[config.mk]
export PLATFORM = sky130hd
export DESIGN_NAME = mult_div_unit
export DESIGN_NICKNAME = d
export VERILOG_FILES = /design/src/rtl/mult_div_unit_pkg.sv /design/src/rtl/mult_div_unit_divider.sv /design/src/rtl/mult_div_unit.sv
export SDC_FILE = /design/constraint.sdc
export NUM_CORES = 2
export LEC_CHECK = 0
export ABC_AREA = 1
export CAP_MARGIN = 20
export CORE_ASPECT_RATIO = 1.75
export CORE_MARGIN = 4
export CORE_UTILIZATION = 50
export CTS_CLUSTER_DIAMETER = 30
export CTS_CLUSTER_SIZE = 12
export DETAILED_ROUTE_END_ITERATION = 16
export GPL_ROUTABILITY_DRIVEN = 0
export PLACE_DENSITY = 0.7
export SLEW_MARGIN = 25
export SYNTH_ARGS = -nofsm -noshare
export SYNTH_HDL_FRONTEND = slang
export SYNTH_HIERARCHICAL = 1
export SYNTH_SLANG_ARGS = --single-unit
[constraint.sdc]
create_clock -name clk -period 3.8 [get_ports clk]
set_clock_uncertainty 0.1 [all_clocks]
set_input_delay 0.38 -clock clk [delete_from_list [all_inputs] [get_ports clk]]
set_output_delay 0.38 -clock clk [all_outputs]
set_load 0.01 [all_outputs]
[src/rtl/mult_div_unit_pkg.sv]
// Shared types for the multiply/divide unit: FSM states, decoded op kinds and cycle counts.
package mult_div_unit_pkg;

    typedef enum logic [1:0] {
        MduIdle,
        MduMul,
        MduDiv,
        MduDfix
    } mdu_state_e;

    typedef enum logic [2:0] {
        OpNone,
        OpMult,
        OpMultu,
        OpDiv,
        OpDivu,
        OpMthi,
        OpMtlo
    } mdu_op_e;

    // 32 iteration cycles plus one sign-fix/writeback cycle
    localparam int unsigned MduDivCycles = 33;

    function automatic mdu_op_e decode_op(input logic mult, input logic multu, input logic div,
                                          input logic divu, input logic mthi, input logic mtlo);
        if (mult)  return OpMult;
        if (multu) return OpMultu;
        if (div)   return OpDiv;
        if (divu)  return OpDivu;
        if (mthi)  return OpMthi;
        if (mtlo)  return OpMtlo;
        return OpNone;
    endfunction

endpackage

[src/rtl/mult_div_unit_divider.sv]
// Restoring divider core on unsigned 32-bit magnitudes; one quotient bit per cycle after start.
module mdu_divider (
    input  logic        clk,
    input  logic        rst_n,
    input  logic        start,
    input  logic [31:0] a,
    input  logic [31:0] b,
    output logic [31:0] quotient,
    output logic [31:0] remainder,
    output logic        valid
);

    logic [31:0] rem_q, quo_q, dvs_q;
    logic [5:0]  cnt_q;
    logic [32:0] shifted;
    logic        fits;

    // Partial remainder shifted left with the next dividend bit from the quotient register
    assign shifted = {rem_q, quo_q[31]};
    assign fits    = shifted >= {1'b0, dvs_q};

    always_ff @(posedge clk or negedge rst_n) begin
        if (!rst_n) begin
            rem_q <= '0;
            quo_q <= '0;
            dvs_q <= '0;
            cnt_q <= '0;
        end else if (start) begin
            rem_q <= '0;
            quo_q <= a;
            dvs_q <= b;
            cnt_q <= 6'd32;
        end else if (cnt_q != '0) begin
            rem_q <= fits ? 32'(shifted - {1'b0, dvs_q}) : shifted[31:0];
            quo_q <= {quo_q[30:0], fits};
            cnt_q <= cnt_q - 6'd1;
        end
    end

    assign quotient  = quo_q;
    assign remainder = rem_q;
    assign valid     = (cnt_q == '0);

endmodule

[src/rtl/mult_div_unit.sv]
// EX-stage multiply/divide unit owning HI/LO; multi-cycle, one op in flight, cancellable.
module mult_div_unit
    import mult_div_unit_pkg::*;
#(
    parameter int unsigned MULT_CYCLES = 5,
    parameter int unsigned CNT_W       = 6
) (
    input  logic        clk,
    input  logic        rst_n,
    input  logic        en,
    input  logic        mult,
    input  logic        multu,
    input  logic        div,
    input  logic        divu,
    input  logic        mthi,
    input  logic        mtlo,
    input  logic [31:0] op_a,
    input  logic [31:0] op_b,
    input  logic        cancel,
    output logic        busy,
    output logic        done,
    output logic [31:0] hi,
    output logic [31:0] lo
);

    mdu_state_e       state_q, state_d;
    mdu_op_e          op;
    logic [CNT_W-1:0] cnt_q, cnt_d;
    logic             busy_q, busy_d, done_q, done_d;
    logic [31:0]      hi_q, hi_d, lo_q, lo_d;
    logic [63:0]      prod_q, product, ext_a, ext_b;
    logic [31:0]      a_q, mag_a, mag_b, div_quo, div_rem, res_quo, res_rem;
    logic             quo_neg_q, rem_neg_q, div_zero_q;
    logic             accept_mul, accept_div, mul_signed, div_signed, div_valid;

    // cancel suppresses acceptance even of a same-cycle strobe
    assign op         = (en && !cancel) ? decode_op(mult, multu, div, divu, mthi, mtlo) : OpNone;
    assign accept_mul = (state_q == MduIdle) && (op == OpMult || op == OpMultu);
    assign accept_div = (state_q == MduIdle) && (op == OpDiv || op == OpDivu);
    assign mul_signed = (op == OpMult);
    assign div_signed = (op == OpDiv);

    assign ext_a   = {{32{mul_signed & op_a[31]}}, op_a};
    assign ext_b   = {{32{mul_signed & op_b[31]}}, op_b};
    assign product = ext_a * ext_b;
    assign mag_a   = (div_signed && op_a[31]) ? -op_a : op_a;
    assign mag_b   = (div_signed && op_b[31]) ? -op_b : op_b;
    assign res_quo = quo_neg_q ? -div_quo : div_quo;
    assign res_rem = rem_neg_q ? -div_rem : div_rem;

    mdu_divider u_divider (
        .clk       (clk),
        .rst_n     (rst_n),
        .start     (accept_div),
        .a         (mag_a),
        .b         (mag_b),
        .quotient  (div_quo),
        .remainder (div_rem),
        .valid     (div_valid)
    );

    always_ff @(posedge clk or negedge rst_n) begin
        if (!rst_n) begin
            state_q <= MduIdle;
        end else begin
            state_q <= state_d;
        end
    end

    always_comb begin
        state_d = state_q;
        unique case (state_q)
            MduIdle: begin
                if (accept_mul)      state_d = MduMul;
                else if (accept_div) state_d = MduDiv;
            end
            MduMul:  if (cancel || cnt_q == '0) state_d = MduIdle;
            MduDiv: begin
                if (cancel)                    state_d = MduIdle;
                else if (cnt_q == CNT_W'(1))   state_d = MduDfix;
            end
            MduDfix: if (cancel || div_valid) state_d = MduIdle;
            default: state_d = MduIdle;
        endcase
    end

    // cnt holds remaining busy cycles minus one
    always_comb begin
        cnt_d  = cnt_q;
        hi_d   = hi_q;
        lo_d   = lo_q;
        done_d = 1'b0;
        busy_d = (state_d != MduIdle);
        if (state_q == MduIdle) begin
            if (accept_mul) cnt_d = CNT_W'(MULT_CYCLES - 1);
            if (accept_div) cnt_d = CNT_W'(MduDivCycles - 1);
            if (op == OpMthi) hi_d = op_a;
            if (op == OpMtlo) lo_d = op_a;
        end else if (cancel) begin
            cnt_d = '0;
        end else begin
            if (cnt_q != '0) cnt_d = cnt_q - CNT_W'(1);
            if (state_q == MduMul && cnt_q == '0) begin
                {hi_d, lo_d} = prod_q;
                done_d       = 1'b1;
            end
            if (state_q == MduDfix && div_valid) begin
                hi_d   = div_zero_q ? a_q : res_rem;
                lo_d   = div_zero_q ? 32'hFFFF_FFFF : res_quo;
                done_d = 1'b1;
            end
        end
    end

    always_ff @(posedge clk or negedge rst_n) begin
        if (!rst_n) begin
            cnt_q      <= '0;
            busy_q     <= 1'b0;
            done_q     <= 1'b0;
            hi_q       <= '0;
            lo_q       <= '0;
            prod_q     <= '0;
            a_q        <= '0;
            quo_neg_q  <= 1'b0;
            rem_neg_q  <= 1'b0;
            div_zero_q <= 1'b0;
        end else begin
            cnt_q  <= cnt_d;
            busy_q <= busy_d;
            done_q <= done_d;
            hi_q   <= hi_d;
            lo_q   <= lo_d;
            if (accept_mul) prod_q <= product;
            if (accept_div) begin
                a_q        <= op_a;
                quo_neg_q  <= div_signed & (op_a[31] ^ op_b[31]);
                rem_neg_q  <= div_signed & op_a[31];
                div_zero_q <= (op_b == '0);
            end
        end
    end

    assign busy = busy_q;
    assign done = done_q;
    assign hi   = hi_q;
    assign lo   = lo_q;

endmodule

==> flow_metrics.py <==
metrics = {
    "place": {
        "dp_hpwl_um": 184000,
        "dpl.cell_count": 9614,
        "port_buffers": 139,
        "dpl_worst_slack_ps": -4690,
    },
    "finish": {
        "seqCellArea_um2": 6880,
        "fin_util": 0.646,
        "drive_gt1_frac": 0.235,
        "fillCellCount": 9108,
        "syn2layout_area_growth_pct": 28.4,
        "nNetsFinal": 9870,
        "multiInputGateArea_um2": 46700,
        "final_cells": 9956,
    },
    "timing": {
        "setup_ws_ps": -3640,
        "setup_violations": 274,
        "drv_slew": 0,
        "clock.fmax_ghz": 0.134,
        "fin_crit_sh": 1.96,
        "timing.slew.headroom": 0.272,
        "worst_slew_pin_slew_ps": 1080,
        "finalCriticalPeriod_ps": 7440,
        "setup_tns_ps": -843470,
        "rsz0062_at_grt": "yes",
        "finalHoldViolations": 0,
    },
    "drt": {
        "vias_per_cell": 5.78,
        "wl_um": 253000,
        "dr.pass1.iters": 10,
        "drt_first_iter_violations": 5774,
        "drc": 0,
        "ant_nets": 0,
        "wire_per_inst_um": 25.4,
        "vias": 57600,
    },
    "grt": {
        "grt_overflow": 0,
        "grt_use_met2": 0.659,
        "grt_first_pass_wirelength_um": 363000,
        "met1_usage": 0.382,
        "grt_antenna_before_repair": 21,
        "grtUsageTotal": 0.402,
        "grt_max_degree": 84,
        "busiest_layer": "met2",
        "grt_pass1_vias": 61100,
        "gr-usage-met3": 0.124,
    },
    "worst_setup_path": {
        "r2r-end": "hi[27]$_DFFE_PN0P_",
        "crit_path_end_kind": "flop",
        "critPathLaunchType": "input port",
        "crit_buf_inv": 11,
        "rr_startpoint": "u_divider/cnt_q[0]$_DFFE_PN0P_",
        "r2r_cells": 10,
        "crit_arrival_ps": 7800,
        "max_stage_delay_ps": 630,
        "rrSetupSlack_ps": 70,
        "critPathTopFamily": "adder cells",
        "worstPathRequired_ps": 4160,
        "path_max_fanout": 8,
        "criticalPathCategory": "in2reg",
        "crit_path_top_delay_cell": "fa_2",
    },
    "clock_network": {
        "cts_tree": "built",
        "cts-buffers-inserted": 35,
        "cts.sinks": 275,
        "cts-root-buf": "clkbuf_16",
        "clk_latency_ps": 580,
        "path_clk_slew_ps": 60,
        "clockBufferDepth": 3,
        "cts-htree-levels": 2,
    },
    "floorplanning": {
        "fp.dieW_um": 266,
        "die_h_um": 459,
        "die_area_um2": 122000,
        "pin_count": 140,
        "fp-row-count": 165,
        "initial_utilization": 0.503,
        "core_region_area_um2": 116000,
    },
    "logic_synthesis": {
        "syn-num-nets": 9107,
        "ys_seq_area_frac": 0.118,
        "synth_ff_type": "dfrtp_1",
        "syn_inst": 7654,
        "synth_enable_flop_cells": 0,
        "synth_cell_type_count": 60,
        "synth-seq-cells": 275,
        "synth_async_sr_flop_share": 1.00,
        "syn_area_per_cell_um2": 7.60,
        "yosysWarnings": 6,
        "syn_area_um2": 58200,
    },
    "hold_path": {
        "hold_class": "in2reg",
        "worstHoldPathCells": 3,
        "hold_path_startpoint": "cancel",
        "hold_end": "done$_DFF_PN0_",
    },
    "status": {
        "status": "finished, violations left",
        "violations": "negative setup slack",
    },
    "job": {
        "cap_violations": 0,
    },
}
[cells by family after synthesis]
| family | after synthesis | synth area share |
|---|---|---|
| buf+inv | 2247 | 0.149 |
| flops | 275 | 0.118 |
| xor+xnor | 137 | 0.0206 |
| simple gates | 3022 | 0.212 |
| compound gates | 594 | 0.0583 |
| fa+ha+maj | 1379 | 0.442 |
[layer usage]
layer / wire [µm] / vias to the layer above / share of wire
li1: - / 23900 / -
met1: 70100 / 27700 / 0.28
met2: 116000 / 4066 / 0.46
met3: 28600 / 1990 / 0.11
met4: 38200 / 6 / 0.15
met5: 45 / - / 0.00018
[what timing repair did]
| item | CTS | global route |
|---|---|---|
| cloned | 26 | 15 |
| buffers inserted | 183 | 53 |
| hold buffers | 1 | 0 |
| pin swaps | 269 | 214 |
| endpoints found under the setup margin | 59 | 274 |
| hold endpoints to repair | 60 | 0 |
| gates resized for setup | 804 | 332 |
[layout by cell type, fill, tap and decap left out, drive strengths merged, types with 15 or more instances in the layout]
master / n
clkdlybuf4s50: 72
buf: 976
inv: 1879
nand3b: 21
dfrtp: 275
nand3: 244
o211ai: 21
o221ai: 23
xor2: 84
clkinv: 15
clkbuf: 50
a21oi: 195
o21ai: 262
nor2: 568
nor3: 31
a31oi: 23
nand4: 44
ha: 253
diode: 17
nand2: 2075
fa: 1126
xnor2: 53
or2: 19
[stage by stage]
| stage | hold slack (ps) | area [µm²] |
|---|---|---|
| after floorplan | -15.6 | 61500 |
| after CTS | 45.5 | 72900 |
| after detailed placement | 268 | 67400 |
| final | 72.3 | 74700 |
| after global placement | 269 | 67400 |
| after global routing | 62.7 | 74700 |
[sequential cells by signal, summed over array words and instances (netlist names), 2 cells and up]
signal               count
prod_q                  64
a_q                     32
hi                      32
lo                      32
u_divider/dvs_q         32
u_divider/quotient      32
u_divider/remainder     32
cnt_q                    6
u_divider/cnt_q          6
state_q                  2
[worst max path at each step]
| stage | start | endpoint | slack, ps | cells after the start |
|---|---|---|---|---|
| after floorplan | divu | prod_q[62]$_DFFE_PN0P_ | -3350 | 29 |
| after global placement | divu | prod_q[61]$_DFFE_PN0P_ | -4680 | 36 |
| after detailed placement | divu | prod_q[61]$_DFFE_PN0P_ | -4690 | 36 |
| after CTS | divu | prod_q[58]$_DFFE_PN0P_ | -3440 | 39 |
| after global routing | divu | prod_q[56]$_DFFE_PN0P_ | -3740 | 35 |
| final | divu | prod_q[56]$_DFFE_PN0P_ | -3640 | 34 |
[cell type report]
cell class,count,share of cell area
clock buffer,42,0.0126
clock inverter,14,0.00203
timing repair buffer,1083,0.145
tap,1503,0.0252
multi-input combinational,5133,0.625
timing repair inverter,6,0.000971
sequential,275,0.0921
inverter,1883,0.0967
antenna,17,0.000569
[cell usage after synthesis (10+ instances only)]
master | instances | area [µm²]
fa_1 | 1126 | 22500
inv_1 | 1854 | 6960
a22oi_1 | 13 | 97.6
nor3_1 | 29 | 145
o21ai_1 | 74 | 370
xnor2_1 | 53 | 464
ha_1 | 253 | 3170
clkbuf_1 | 250 | 938
xor2_1 | 84 | 736
inv_2 | 23 | 86.3
o21bai_1 | 13 | 97.6
a21oi_1 | 190 | 951
nor4_1 | 10 | 62.6
nor2_1 | 534 | 2000
o221ai_1 | 23 | 201
nor2_2 | 18 | 113
nor2_4 | 13 | 146
a31oi_1 | 23 | 144
buf_1 | 53 | 199
dfrtp_1 | 275 | 6880
nand2_1 | 2047 | 7680
o21ai_0 | 179 | 896
nand3_1 | 238 | 1190
o211ai_1 | 21 | 158
or2_2 | 14 | 87.6
buf_6 | 16 | 180
nand4_1 | 43 | 269
buf_2 | 33 | 165
buf_4 | 12 | 90.1
o21a_1 | 11 | 82.6
nand3b_1 | 21 | 158
nand2_2 | 24 | 150
[worst reg2reg max path, delay by kind of cell (launching register included)]
kind | cells | cell delay, ps
compound gates | 4 | 1460
buf+inv | 3 | 970
simple gates | 2 | 570
flops | 1 | 390
fa+ha+maj | 1 | 150
Power is left out: the tool's default activity adds up to more than one toggle a clock period on the data nets, which glitch-free logic cannot reach.
